[src/rtl/leading_one_pkg.sv]
// Shared constants and state encoding for the leading-one scanner and its encoder.
package leading_one_pkg;

   localparam int W    = 9;
   localparam int IDXW = 5;
   localparam logic [IDXW-1:0] IDX_NONE = 5'b11111;

   typedef enum logic [1:0] {
      IDLE  = 2'd0,
      SCAN  = 2'd1,
      EMPTY = 2'd2
   } state_t;

endpackage

[src/rtl/leading_one_scanner_if.sv]
// Mask input and index output handshakes of the scanner; slave is the scanner side.
interface leading_one_scanner_if;

   logic                              in_valid;
   logic                              in_ready;
   logic [leading_one_pkg::W-1:0]     in_mask;
   logic                              out_valid;
   logic                              out_ready;
   logic [leading_one_pkg::IDXW-1:0]  out_index;
   logic                              out_last;
   logic [3:0]                        out_seq;

   modport master (
      output in_valid, in_mask, out_ready,
      input  in_ready, out_valid, out_index, out_last, out_seq
   );

   modport slave (
      input  in_valid, in_mask, out_ready,
      output in_ready, out_valid, out_index, out_last, out_seq
   );

endinterface

[src/rtl/leading_one_scanner_leading_one.sv]
// Combinational 9-bit leading-one priority encoder; returns IDX_NONE for an all-zero mask.
module leading_one
   import leading_one_pkg::*;
(
   input  logic [W-1:0]    mask,
   output logic [IDXW-1:0] idx
);

   // Ascending scan: the last set bit seen, i.e. the highest one, wins.
   always_comb begin
      idx = IDX_NONE;
      for (int i = 0; i < W; i++) begin
         if (mask[i]) begin
            idx = IDXW'(i);
         end
      end
   end

endmodule

[src/rtl/leading_one_scanner.sv]
// Emits the index of every set bit of an accepted mask, MSB first, one per handshake.
// Optional macro LEADING_ONE_SCANNER_EMPTY_TOKEN_EN: a zero mask yields one IDX_NONE beat.
module leading_one_scanner
   import leading_one_pkg::*;
(
   input  logic                  clk,
   input  logic                  rst_n,
   input  logic                  flush,
   leading_one_scanner_if.slave  bus,
   output logic                  busy
);

   state_t         state_q, state_next;
   logic [W-1:0]   mask_q, mask_next;
   logic [3:0]     seq_q, seq_next;

   logic [IDXW-1:0] lead_idx;
   logic [W-1:0]    lead_onehot;
   logic [W-1:0]    mask_cleared;
   logic            last_beat;

   leading_one u_leading_one (
      .mask (mask_q),
      .idx  (lead_idx)
   );

   for (genvar gi = 0; gi < W; gi++) begin : g_onehot
      assign lead_onehot[gi] = (lead_idx == IDXW'(gi));
   end

   assign mask_cleared = mask_q & ~lead_onehot;
   assign last_beat    = (mask_cleared == '0);

   always_ff @(posedge clk or negedge rst_n) begin
      if (!rst_n) begin
         state_q <= IDLE;
         mask_q  <= '0;
         seq_q   <= '0;
      end else begin
         state_q <= state_next;
         mask_q  <= mask_next;
         seq_q   <= seq_next;
      end
   end

   // Outputs are a function of registers and flush only.
   always_comb begin
      bus.in_ready  = 1'b0;
      bus.out_valid = 1'b0;
      bus.out_index = IDX_NONE;
      bus.out_last  = 1'b0;
      bus.out_seq   = seq_q;
      busy          = (state_q != IDLE);
      case (state_q)
         IDLE: begin
            bus.in_ready = !flush;
         end
         SCAN: begin
            bus.out_valid = 1'b1;
            bus.out_index = lead_idx;
            bus.out_last  = last_beat;
         end
         EMPTY: begin
            bus.out_valid = 1'b1;
            bus.out_last  = 1'b1;
         end
         default: begin
            bus.in_ready = 1'b0;
         end
      endcase
   end

   always_comb begin
      state_next = state_q;
      mask_next  = mask_q;
      seq_next   = seq_q;
      if (flush) begin
         state_next = IDLE;
         mask_next  = '0;
         seq_next   = '0;
      end else begin
         case (state_q)
            IDLE: begin
               if (bus.in_valid) begin
                  mask_next = bus.in_mask;
                  seq_next  = '0;
                  if (bus.in_mask != '0) begin
                     state_next = SCAN;
                  end else begin
`ifdef LEADING_ONE_SCANNER_EMPTY_TOKEN_EN
                     state_next = EMPTY;
`else
                     state_next = IDLE;
`endif
                  end
               end
            end
            SCAN: begin
               if (bus.out_ready) begin
                  // seq restarts on the last beat so it never exceeds W-1.
                  if (last_beat) begin
                     state_next = IDLE;
                     mask_next  = '0;
                     seq_next   = '0;
                  end else begin
                     mask_next = mask_cleared;
                     seq_next  = seq_q + 4'd1;
                  end
               end
            end
            EMPTY: begin
               if (bus.out_ready) begin
                  state_next = IDLE;
                  mask_next  = '0;
                  seq_next   = '0;
               end
            end
            default: begin
               state_next = IDLE;
               mask_next  = '0;
               seq_next   = '0;
            end
         endcase
      end
   end

endmodule

[src/flat_wrapper.sv]
// flat-port wrapper written by rule: the top's interface ports become plain ports
module leading_one_scanner_flat import leading_one_pkg::*;
  (clk, rst_n, flush, busy, bus_in_valid, bus_in_mask, bus_out_ready, bus_in_ready, bus_out_valid, bus_out_index, bus_out_last, bus_out_seq);
  leading_one_scanner_if bus_i ();
  input  logic clk;
  input  logic rst_n;
  input  logic flush;
  output logic busy;
  input wire logic [$bits(bus_i.in_valid)-1:0] bus_in_valid;
  input wire logic [$bits(bus_i.in_mask)-1:0] bus_in_mask;
  input wire logic [$bits(bus_i.out_ready)-1:0] bus_out_ready;
  output wire logic [$bits(bus_i.in_ready)-1:0] bus_in_ready;
  output wire logic [$bits(bus_i.out_valid)-1:0] bus_out_valid;
  output wire logic [$bits(bus_i.out_index)-1:0] bus_out_index;
  output wire logic [$bits(bus_i.out_last)-1:0] bus_out_last;
  output wire logic [$bits(bus_i.out_seq)-1:0] bus_out_seq;
  assign bus_i.in_valid = bus_in_valid;
  assign bus_i.in_mask = bus_in_mask;
  assign bus_i.out_ready = bus_out_ready;
  assign bus_in_ready = bus_i.in_ready;
  assign bus_out_valid = bus_i.out_valid;
  assign bus_out_index = bus_i.out_index;
  assign bus_out_last = bus_i.out_last;
  assign bus_out_seq = bus_i.out_seq;
  leading_one_scanner u_core (.clk(clk), .rst_n(rst_n), .flush(flush), .bus(bus_i), .busy(busy));
endmodule
[config.mk]
export PLATFORM = sky130hd
export DESIGN_NAME = leading_one_scanner_flat
export DESIGN_NICKNAME = d
export VERILOG_FILES = /design/src/rtl/leading_one_pkg.sv /design/src/rtl/leading_one_scanner_if.sv /design/src/rtl/leading_one_scanner_leading_one.sv /design/src/rtl/leading_one_scanner.sv /design/src/flat_wrapper.sv
export SDC_FILE = /design/constraint.sdc
export NUM_CORES = 1
export LEC_CHECK = 0
export CORE_MARGIN = 2
export CORE_UTILIZATION = 50
export DETAILED_ROUTE_END_ITERATION = 8
export PLACE_DENSITY = 0.83
export SETUP_SLACK_MARGIN = 0.5
export SLEW_MARGIN = 40
export SYNTH_ARGS = -nofsm -noshare
export SYNTH_HDL_FRONTEND = slang
export SYNTH_SLANG_ARGS = --single-unit
[constraint.sdc]
create_clock -name clk -period 2.78 [get_ports clk]
set_clock_uncertainty 0.15 [all_clocks]
set_input_delay 0.556 -clock clk [delete_from_list [all_inputs] [get_ports clk]]
set_output_delay 0.556 -clock clk [all_outputs]
set_load 0.01 [all_outputs]
; ---- Yosys cells after proc, flatten, opt, wreduce, memory -nomap -nowiden
; Index checks and enable logic that the tools add are counted.
[word_totals]
ff_bits = 15
inputBits = 14
wordCells = 61
[classes]
addsub = 1
n_eq_ne = 14
mux = 32
bitwise_logic = 2
n_reduce_logical = 9
[ops]
columns = operator, count
row1 = $mux W5, 10
row2 = $mux W9, 5
row3 = $pmux W9 S3, 1
row4 = $eq A5 B3 Y1 const B, 4
row5 = $mux W4, 5
row6 = $pmux W4 S3, 1
row7 = $eq A5 B2 Y1 const B, 2
row8 = $mux W2, 5
row9 = $and A9 B9 Y9, 1
row10 = $logic_not A9 Y1, 1
row11 = $ne A3 B3 Y1 const B, 3
row12 = $not A9 Y9, 1
row13 = $reduce_bool A9 Y1, 1
row14 = $pmux W2 S3, 1
row15 = $eq A5 B1 Y1 const B, 1
row16 = $eq A5 B4 Y1 const B, 1
row17 = $logic_not A5 Y1, 1
row18 = $add A4 B1 Y4 const B, 1
row19 = $reduce_and A4 Y1, 1
row20 = $mux W1, 3
row21 = $ne A3 B2 Y1 const B, 1
row22 = $reduce_and A3 Y1, 1
row23 = $eq A2 B1 Y1 const B, 1
row24 = $eq A2 B2 Y1 const B, 1
row25 = other kinds (5), 5

; ---- Logic depth before layout (Yosys ltp)
; Gate-level depths: netlist of run 1.
[depth]
depth_word = 17
ltp_mapped = 6

; ---- Hierarchy
; Synthesis of run 1 repeated with hierarchy kept, for this count alone.
[unflattened]
cells_unflattened = 140
hier_area_um2 = 1169.9
[by_module_without_submodules]
columns = module, instances, cells_per_inst, area_per_inst_um2, seq_area_each_um2
row1 = leading_one_scanner, 1, 123, 1044.8, 350.3
row2 = leading_one, 1, 17, 125.1, 0.0

; ---- Worst setup path before layout of run 1
; Ideal clock, no wire load.
[synth_path]
path_kind = flip-flop to output port
startpoint = register u_core.mask_q[6]
endpoint = output port bus_out_last
arrival_ns = 1.620
required_ns = 2.074
setup_slack_ns = 0.454
stages_incl_launch_ff = 6
cell_sequence = dfrtp_1 > buf_6 > nor3_4 > nand2_1 > maj3_1 > nor4_1
[synth_between]
elab_chain_cells = 8
word_cells_on_any_way = 16
cone_classes = eq/ne (8) / mux (4) / bitwise (2) / reduce/logical (2)
[synth_lines]
columns = element, line
row1 = start: declaration, leading_one_scanner.sv:14  ; logic [W-1:0] mask_q, mask_next;
row2 = start signal: assignment, leading_one_scanner.sv:41  ; mask_q <= mask_next;
row3 = $mux W5 (3 in a row), leading_one_scanner_leading_one.sv:13  ; if (mask[i]) begin
row4 = $eq A5 B1 Y1 (tied with other cells), leading_one_scanner.sv:28  ; assign lead_onehot[gi] = (lead_idx == IDXW'(gi));
row5 = $not A9 Y9, leading_one_scanner.sv:31  ; assign mask_cleared = mask_q & ~lead_onehot;
row6 = $and A9 B9 Y9 (*), leading_one_scanner.sv:31
row7 = $logic_not A9 Y1 (*), leading_one_scanner.sv:32  ; assign last_beat = (mask_cleared == '0);
row8 = $pmux W1 S2 (*), leading_one_scanner.sv:54  ; case (state_q)
row9 = end: declaration, flat_wrapper.sv:15  ; output wire logic [$bits(bus_i.out_last)-1:0] bus_out_last;
; Mark *: on every way between the ends. The rest lies on a longest branch, timed or not.

; ---- Worst setup path in the final report of run 1
[layout_path]
startpoint = register u_core.mask_q[7]
endpoint = output port bus_out_last
[layout_between]
elab_chain_cells = 7
word_cells_on_any_way = 15
cone_classes = eq/ne (8) / mux (3) / bitwise (2) / reduce/logical (2)
[layout_lines]
columns = element, line
row1 = $mux W5 (2 in a row), leading_one_scanner_leading_one.sv:13
row2 = $eq A5 B1 Y1 (tied with other cells), leading_one_scanner.sv:28
row3 = $not A9 Y9, leading_one_scanner.sv:31
row4 = $and A9 B9 Y9 (*), leading_one_scanner.sv:31
row5 = $logic_not A9 Y1 (*), leading_one_scanner.sv:32
row6 = $pmux W1 S2 (*), leading_one_scanner.sv:54
; Marks and branches as above.

==> impl_metrics.toml, run 1 <==
[status]
status = "finished, final reports clean"

[critical_path]
slowest_stage = "dfrtp_2"
r2r_end = "u_core.bus.out_seq[1]"
cp-end-kind = "primary output"
rrSetupSlack_ns = 0.68
reg2reg_depth = 7
crit_arrival_ns = 1.86
crit_path_max_incr_delay_ns = 0.44
startpoint_type = "flip-flop"
cp.buffers_inverters = 1
required_ns = 2.07
crit_fanout = 3
crit_family = "simple AND/OR/NAND/NOR gates"
path_class = "flip-flop to primary output"
cp_cell_sequence = "nor3_4 > nand2_1 > maj3_2 > nor4_2 > buf_2"
worstReg2RegStart = "u_core.mask_q[7]"

[clock_network]
clk_path_buf_depth = 2
cts_tree = "done"
clkTransAtPathRegs_ns = 0.10
numCtsBuffers = 3
insertion_delay_ns = 0.29
cts-htree-levels = 1
clockRootBuffer = "clkbuf_4"
cts_hold_buf = 0
clkSinkCount = 14

[finish]
drive_gt1_share_pct = 26.1
syn_to_final_growth_pct = 47.0
antennaDiodeCount = 0
finalNetCount = 173
fillers = 131

[pwr]
power_density_nw_per_um2 = 498
power_leakage_nw = 0.599
peakVddDrop_uv = 338

[place]
dpl.hpwl_mm = 2.15
preCtsSetupSlack_ns = 0.0948
numPortBuffers = 26
gp_congestion = 0.970

[timing]
fin_crit_sh_pct = 92.4
drv_slew = 0
rsz0062_at_grt = "yes"
tightest_slew_ns = 0.642
setup_slack_ns = 0.211
hold_slack_ns = 0.405
max_freq_ghz = 0.389
setup-tns-final_ns = 0
hold_viol = 0
max_slew_margin_pct = 57.1
period_minus_slack_ns = 2.57
finalSetupViolations = 0

[logic_synthesis]
synth_area_um2 = 958
yosysWarnings = 0
synth_edf_count = 0
synthCells = 115
ys_seq_elements = 14
synthAdderAreaFrac_pct = 4.57
synthMuxAreaShare_pct = 0
yosysSeqAreaShare_pct = 36.6
synth_area_leaders = "dfrtp_1 (37%), o21ai_0 (7.3%), nand2_1 (5.9%)"
yosysMostFrequentCell = "nand2_1"
synth_xor_area_share_pct = 0
postSynthAreaPerCell_um2 = 8.33
yosysTopAreaCellShare_pct = 36.6
synth_top_family_by_area = "compound AO/OA/AOI/OAI gates"
yosysTopAreaCell = "dfrtp_1"
ys.flop_type = "dfrtp_1"
synth_compound_area_share_pct = 29.8
synth-simple-area-share_pct = 23.9
synthArstFlopShare_pct = 100
ys_types = 37
yosys-top-cells-count = "nand2_1 (15), dfrtp_1 (14), o21ai_0 (14)"
synth_fp_nets = 130

[worst_hold_path]
min_from = "u_core.bus.out_seq[3]"
min_to = "u_core.bus.out_seq[3]"
hold_depth = 2
hold_path.class = "flip-flop to flip-flop"

[grt]
grt_pass1_vias = 1013
antenna_found_initial = 0
grt_usage_pct = 29.5
grt_pass1_wl_mm = 4.65
grt_max_degree = 15
grt-ovfl-total = 0

[run]
maxCapViolations = 0

[routing]
postRouteAntennaNets = 0
first_pass_iters = 4
drc_errors = 0
detail_route.wl_per_cell_um = 17.0
vias_per_cell = 5.99
drt_iter0_markers = 62
routed_wl_mm = 3.09
vias = 1090

[floorplan]
die_w_um = 47.8
ios = 27
row_count = 15
start_util_pct = 54.3
die_area_um2 = 2280
core_area_um2 = 1760
chipHeight_um = 47.8
-- placed cells by master (no fill, tap or decap), drive strengths merged, types with 4 or more instances in the layout --
master,instances
dfrtp,14
nor3,7
buf,21
nand2,15
clkbuf,4
nor2,8
inv,5
nand3,4
o21ai,14
a21oi,7
clkdlybuf4s50,19
-- power breakdown --
part	switching, W	total, W	internal, W	leakage, nW
Sequential	0.0000238	0.000246	0.000222	0.182
Combinational	0.000157	0.000299	0.000142	0.396
Clock	0.0000767	0.000157	0.0000799	0.0210
Total	0.000258	0.000701	0.000443	0.599
-- flip-flops by register name, summed over array words and instances, names as in the netlist --
register,flops
u_core.bus.out_seq,4
u_core.mask_q,9
u_core.state_q,1
-- per-stage QoR --
step | utilization, % | instance area, um^2 | total power (W) | cells
final | 79.9 | 1410 | 0.000701 | 182
after global routing | 79.9 | 1410 | 0.000731 | 182
after CTS | 79.3 | 1400 | 0.000683 | 182
after detailed placement | 74.1 | 1310 | 0.000507 | 172
after global placement | 74.1 | 1310 | 0.000502 | 172
after floorplan | - | 965 | 0.000388 | 115
-- per-layer routing --
metal | track usage, % | vias to the layer above | part of all wire [%]
met2 | 50.4 | 72 | 48
met5 | 0 | - | 0
met3 | 6.42 | 8 | 12
met4 | 10.3 | 0 | 2.0
met1 | 36.5 | 497 | 38
li1 | - | 513 | -
-- what timing repair did --
action / in CTS / in global routing
gates resized for setup: 36 / 2
pin swaps: 11 / 2
setup buffers: 6 / 0
cloned: 0 / 0
setup endpoints to repair: 7 / 6
-- layout make-up --
cell class                      count  area, um^2  share of cell area [%]
Sequential cell                    14         355                    25.2
Timing Repair Buffer               43         368                    26.1
Multi-Input combinational cell     91         599                    42.5
Clock buffer                        4        36.3                    2.58
Inverter                            5        18.8                    1.33
Tap cell                           25        31.3                    2.22
-- kinds of logic (layout without fill, tap and decap cells) --
| group | count (synthesis) | count (layout) |
|---|---|---|
| AO/OA/AOI/OAI | 42 | 42 |
| AND/OR/NAND/NOR | 45 | 45 |
| buffers and inverters | 10 | 52 |
| flip-flops | 14 | 14 |
| adder cells (fa/ha/maj) | 4 | 4 |
-- worst reg2reg max path: stages (launching register included) --
cell and delay (ns):
dfrtp_2 0.44, buf_4 0.17, maj3_1 0.34, nor3_1 0.16, nor2_1 0.11, buf_4 0.18, o31ai_4 0.26, o21ai_0 0.16
-- worst max-delay path by stage --
stage                                 from      endpoint  slack [ns]  depth (start not counted)
after global placement    u_core.mask_q[7]  bus_out_last        0.13                          5
after CTS                 u_core.mask_q[7]  bus_out_last        0.27                          5
after detailed placement  u_core.mask_q[5]  bus_out_last        0.09                          5
final                     u_core.mask_q[7]  bus_out_last        0.21                          5
after floorplan           u_core.mask_q[6]  bus_out_last        0.55                          5
after global routing      u_core.mask_q[7]  bus_out_last        0.13                          5
No activity file was read; power rests on OpenSTA's default activity.
==> inputs of run 2 (changes only) <==
--- a/config.mk
+++ b/config.mk
@@ -6,9 +6,9 @@
 export NUM_CORES = 1
 export LEC_CHECK = 0
 export CORE_MARGIN = 2
-export CORE_UTILIZATION = 50
+export CORE_UTILIZATION = 47
 export DETAILED_ROUTE_END_ITERATION = 8
-export PLACE_DENSITY = 0.83
+export PLACE_DENSITY = 0.79
 export SETUP_SLACK_MARGIN = 0.5
 export SLEW_MARGIN = 40
 export SYNTH_ARGS = -nofsm -noshare
==> constraint.sdc (replaced) <==
create_clock -name clk -period 2.5 [get_ports clk]
set_clock_uncertainty 0.15 [all_clocks]
set_input_delay 0.5 -clock clk [delete_from_list [all_inputs] [get_ports clk]]
set_output_delay 0.5 -clock clk [all_outputs]
set_load 0.01 [all_outputs]
==> run 2 against run 1 <==
Wire length rose by 6.0%. First-iteration DRC count fell by 35%. Non-clock buffer count grew 12. Critical path depth stayed put. Final cell count is 7.7% higher. Via count is 8.4% higher. Worst setup slack got worse by 0.15 ns. Sequential power increased by 8.1%. Die area grew 5.8%. Highest routed layer unchanged. Global-route usage barely moved. Worst hold slack worse by 0.0078 ns. Count of clock-buffer cells in the layout unchanged.
==> impl_metrics.toml, run 2 (synthesis results as in run 1) <==
[timing]
max_slew_margin_pct = 53.6
max_freq_ghz = 0.410
fin_crit_sh_pct = 97.7
drv_slew = 0
period_minus_slack_ns = 2.44
tightest_slew_ns = 0.695
rsz0062_at_grt = "yes"
hold_viol = 0
finalSetupViolations = 0
hold_slack_ns = 0.397

[finish]
fin_area_um2 = 1550
layout_common_cells = "buf_4 (24), clkdlybuf4s50_1 (17), nand2_1 (15)"
fin_cells = 196
largest_reg_flops = 9
antennaDiodeCount = 0
final_common_cell = "buf_4"
top_register = "u_core.mask_q"
drive_gt1_share_pct = 36.1
finalNetCount = 185
syn_to_final_growth_pct = 61.2

[grt]
grt-ovfl-total = 0
grt_max_degree = 15
grt_pass1_wl_mm = 5.44
antenna_found_initial = 0
grt_usage_pct = 29.5
grt_pass1_vias = 1202

[floorplan]
row_count = 16
start_util_pct = 49.4
die_w_um = 49.2
chipHeight_um = 49.2
ios = 27
die_area_um2 = 2420
core_area_um2 = 1940

[clock_network]
clk_path_buf_depth = 2
clockRootBuffer = "clkbuf_4"
cts-htree-levels = 1
clkSinkCount = 14
clkTransAtPathRegs_ns = 0.10
numCtsBuffers = 3
cts_hold_buf = 0
cts_tree = "done"
insertion_delay_ns = 0.29

[routing]
postRouteAntennaNets = 0
first_pass_iters = 4
drc_errors = 0
vias = 1182
routed_wl_mm = 3.27
vias_per_cell = 6.03
drt_iter0_markers = 40
detail_route.wl_per_cell_um = 16.7

[pwr]
peakVddDrop_uv = 376
power_leakage_nw = 0.686
power_density_nw_per_um2 = 538

[place]
dpl.hpwl_mm = 2.43
gp_congestion = 0.943
dp.cells = 185
numPortBuffers = 26
postPlaceCellArea_um2 = 1410

[worst_hold_path]
hold_path.class = "flip-flop to flip-flop"

[critical_path]
startpoint_type = "flip-flop"
crit_arrival_ns = 1.79
crit_fanout = 3
cp-end-kind = "primary output"
required_ns = 1.85
path_class = "flip-flop to primary output"

[status]
status = "finished, final reports clean"

[run]
maxCapViolations = 0
==> run 2: cell types whose count changed in the layout (fill, tap and decap cells not counted), moves of 2 or more <==
cell,delta
o21ai_2,+2
buf_6,+4
nor2_1,-2
buf_4,+8
nor2_2,+2
clkdlybuf4s50_1,-2
o21ai_1,+2
o21ai_0,-4
==> run 2: worst paths after layout <==
kind                                            start               endpoint  slack, ns  depth (start not counted)
worst max-delay path                 u_core.mask_q[8]           bus_out_last       0.06                          5
worst max register to register       u_core.mask_q[4]  u_core.bus.out_seq[2]       0.40                          7
worst min register to register  u_core.bus.out_seq[3]  u_core.bus.out_seq[3]       0.40                          2
min in group asynchronous                       rst_n  u_core.bus.out_seq[2]       0.47                          1
max in group asynchronous                       rst_n       u_core.mask_q[4]       1.24                          1
worst min-delay path            u_core.bus.out_seq[3]  u_core.bus.out_seq[3]       0.40                          2
==> run 2: cell type report <==
type,instances,area (um^2)
Tap cell,27,33.8
Multi-Input combinational cell,91,628
Timing Repair Buffer,55,473
Clock buffer,4,36.3
Inverter,5,18.8
Fill cell,134,397
Sequential cell,14,355
==> run 2: where the power goes <==
part / leakage (nW) / internal, W / switching (W)
logic: 0.483 / 0.000195 / 0.000199
registers: 0.182 / 0.000247 / 0.0000198
clock network: 0.0210 / 0.0000886 / 0.0000825
total: 0.686 / 0.000530 / 0.000302
==> run 2: through the flow <==
stage	total power (W)	TNS (ns)	setup slack (ns)	util (%)
after floorplan	0.000440	0	0.440	-
after global placement	0.000600	-0.00645	-0.00645	72.4
after detailed placement	0.000606	-0.0262	-0.0262	72.4
after CTS	0.000816	0	0.0583	78.9
after global routing	0.000869	-0.0563	-0.0563	79.6
final	0.000832	0	0.0583	79.6
==> run 2: timing repair <==
action / CTS / global route
resized for setup: 48 / 7
pin swaps: 11 / 2
setup buffers: 7 / 0
setup endpoints to repair: 18 / 12
==> run 2: worst max-delay path: stages (launching register included) <==
cell	delay (ns)
dfrtp_2	0.44
nor3_4	0.22
nand3_2	0.12
maj3_2	0.36
nor4_4	0.20
buf_2	0.17
==> run 2: metal layers <==
layer / track usage [%] / up-vias / wire length [um]
met5: 0 / - / 0
met4: 12.9 / 0 / 87
met3: 3.07 / 11 / 243
met2: 52.9 / 61 / 1680
met1: 35.4 / 575 / 1260
li1: - / 535 / -
==> inputs of run 3 (changes only) <==
--- a/config.mk
+++ b/config.mk
@@ -6,9 +6,10 @@
 export NUM_CORES = 1
 export LEC_CHECK = 0
 export CORE_MARGIN = 2
-export CORE_UTILIZATION = 47
+export CORE_UTILIZATION = 50
 export DETAILED_ROUTE_END_ITERATION = 8
-export PLACE_DENSITY = 0.79
+export HOLD_SLACK_MARGIN = 0.12
+export PLACE_DENSITY = 0.83
 export SETUP_SLACK_MARGIN = 0.5
 export SLEW_MARGIN = 40
 export SYNTH_ARGS = -nofsm -noshare
==> constraint.sdc (replaced) <==
create_clock -name clk -period 2.9 [get_ports clk]
set_clock_uncertainty 0.15 [all_clocks]
set_input_delay 0.58 -clock clk [delete_from_list [all_inputs] [get_ports clk]]
set_output_delay 0.58 -clock clk [all_outputs]
set_load 0.01 [all_outputs]
==> run 3 against run 2 <==
Final area grew 3.8%. Flip-flop and latch count is the same. Count of clock-buffer cells in the layout is the same. Combinational power grew 2%. Sequential share of layout area shrank 0.61 points. Via count grew 5.7%. Non-clock buffer count grew 2. First-iteration DRC count grew 110%. Global-route usage grew 3.4 points. Largest cell class unchanged. Highest routed layer unchanged.
==> impl_metrics.toml, run 3 (synthesis results as in run 1) <==
[routing]
detail_route.wl_per_cell_um = 20.1
first_pass_iters = 4
routed_wl_mm = 3.95
vias_per_cell = 6.37
drt_iter0_markers = 83
vias = 1249
postRouteAntennaNets = 0
drc_errors = 0

[pwr]
switching_power_w = 0.000301
power.internal_w = 0.000496
p_clk_share_pct = 18.9
peakVddDrop_uv = 421
power_density_nw_per_um2 = 497
sw_frac_of_total_pct = 37.8
power_leakage_nw = 0.680
seq_power_share_pct = 30.5
comb_power_share_pct = 50.5

[clock_network]
clk_path_buf_depth = 2
insertion_delay_ns = 0.30
clockRootBuffer = "clkbuf_4"
clkSinkCount = 14
cts_tree = "done"
numCtsBuffers = 3
cts_hold_buf = 0
cts-htree-levels = 1
clkTransAtPathRegs_ns = 0.09

[place]
dp.cells = 169
numPortBuffers = 26
dpl.hpwl_mm = 2.11
gp_congestion = 0.886

[floorplan]
start_util_pct = 54.3
chipHeight_um = 47.8
die_area_um2 = 2280
die_w_um = 47.8
ios = 27
row_count = 15
core_area_um2 = 1760

[critical_path]
r2r_end = "u_core.mask_q[1]"
rrSetupSlack_ns = 0.37
cp-end-kind = "primary output"
slowest_stage = "dfrtp_1"
startpoint_type = "flip-flop"
worstReg2RegStart = "u_core.mask_q[3]"
required_ns = 2.17
crit_path_max_incr_delay_ns = 0.43
critPathLaunch = "u_core.mask_q[6]"
crit_fanout = 8
cp_cell_sequence = "buf_4 > a2111oi_4 > nor2_4 > nor4_2 > buf_2"
path_class = "flip-flop to primary output"
reg2reg_depth = 14
cp-endpoint = "bus_out_last"
crit_arrival_ns = 1.86

[grt]
antenna_found_initial = 0
grt_use_met2_pct = 58.7
grt_pass1_vias = 1095
grt-busiest-layer = "met2"
met1_usage_pct = 38.0
grt_pass1_wl_mm = 5.13
grt-ovfl-total = 0
grtUsageMet3_pct = 4.15
grt_usage_pct = 32.9
grt_max_degree = 16

[finish]
largest_reg_flops = 9
drive_gt1_share_pct = 39.2
final_common_cell = "buf_4"
final_core_utilization_pct = 90.9
fin_cells = 196
top_register = "u_core.mask_q"
syn_to_final_growth_pct = 67.4
layout_common_cells = "buf_4 (28), clkdlybuf4s50_1 (19), nand2_1 (15)"
finalNetCount = 187
antennaDiodeCount = 0

[timing]
max_slew_margin_pct = 48.4
tightest_slew_ns = 0.768
finalSetupViolations = 0
rsz0062_at_grt = "yes"
drv_slew = 0
max_freq_ghz = 0.387
fin_crit_sh_pct = 89.2
period_minus_slack_ns = 2.59
setup-tns-final_ns = 0
hold_viol = 0

[worst_hold_path]
hold_depth = 2
hold_path.class = "flip-flop to flip-flop"

[status]
status = "finished, final reports clean"

[run]
maxCapViolations = 0
run 3: through the flow:
stage          setup WS [ns]  power (W)  hold slack, ns  instance area, um^2
5_1_grt                0.271   0.000824           0.456                 1600
6_report               0.314   0.000797           0.419                 1600
2_1_floorplan          0.550   0.000369           0.134                  958
3_5_place_dp          0.0846   0.000477           0.377                 1280
3_3_place_gp          0.0726   0.000474           0.361                 1280
4_1_cts                0.329   0.000714           0.398                 1500
run 3: critical path, delay by kind of cell (launching register included):
family          cells  cell delay (ns)
compound gates      1             0.41
flops               1             0.43
simple gates        2             0.34
buf+inv             2             0.38
run 3: worst min-delay path by stage:
stage	startpoint	to
finish	u_core.bus.out_seq[1]	u_core.bus.out_seq[1]
global route	u_core.bus.out_seq[2]	u_core.bus.out_seq[2]
CTS	u_core.bus.out_seq[3]	u_core.bus.out_seq[3]
detailed placement	u_core.bus.out_seq[3]	u_core.bus.out_seq[3]
global placement	u_core.bus.out_seq[3]	u_core.bus.out_seq[3]
floorplan	rst_n	u_core.bus.out_seq[0]
run 3: what timing repair did:
item / 4_1_cts / 5_1_grt
gates resized for setup: 38 / 21
endpoints found under the setup margin: 7 / 8
buffers inserted: 17 / 6
pin swaps: 7 / 8
hold endpoints to repair: 0 / 0
gates cloned: 0 / 0
run 3: cell type report:
cell class,count,area (um^2)
multi-input combinational,91,674
fill,75,160
clock buffer,4,36.3
tap,25,31.3
inverter,5,18.8
timing repair buffer,57,484
sequential,14,359
run 3: power by group through the flow:
stage / Sequential [W] / Combinational [W] / Clock, W
after detailed placement: 0.000244 / 0.000233 / 0
final: 0.000244 / 0.000403 / 0.000151
after global placement: 0.000242 / 0.000232 / 0
after floorplan: 0.000233 / 0.000136 / 0
after global routing: 0.000245 / 0.000420 / 0.000159
after CTS: 0.000238 / 0.000325 / 0.000151
run 3: metal layers:
metal	part of all wire [%]	wire length (um)
met5	0	0
met4	6.3	250
met3	8.4	330
met2	48	1890
met1	37	1470
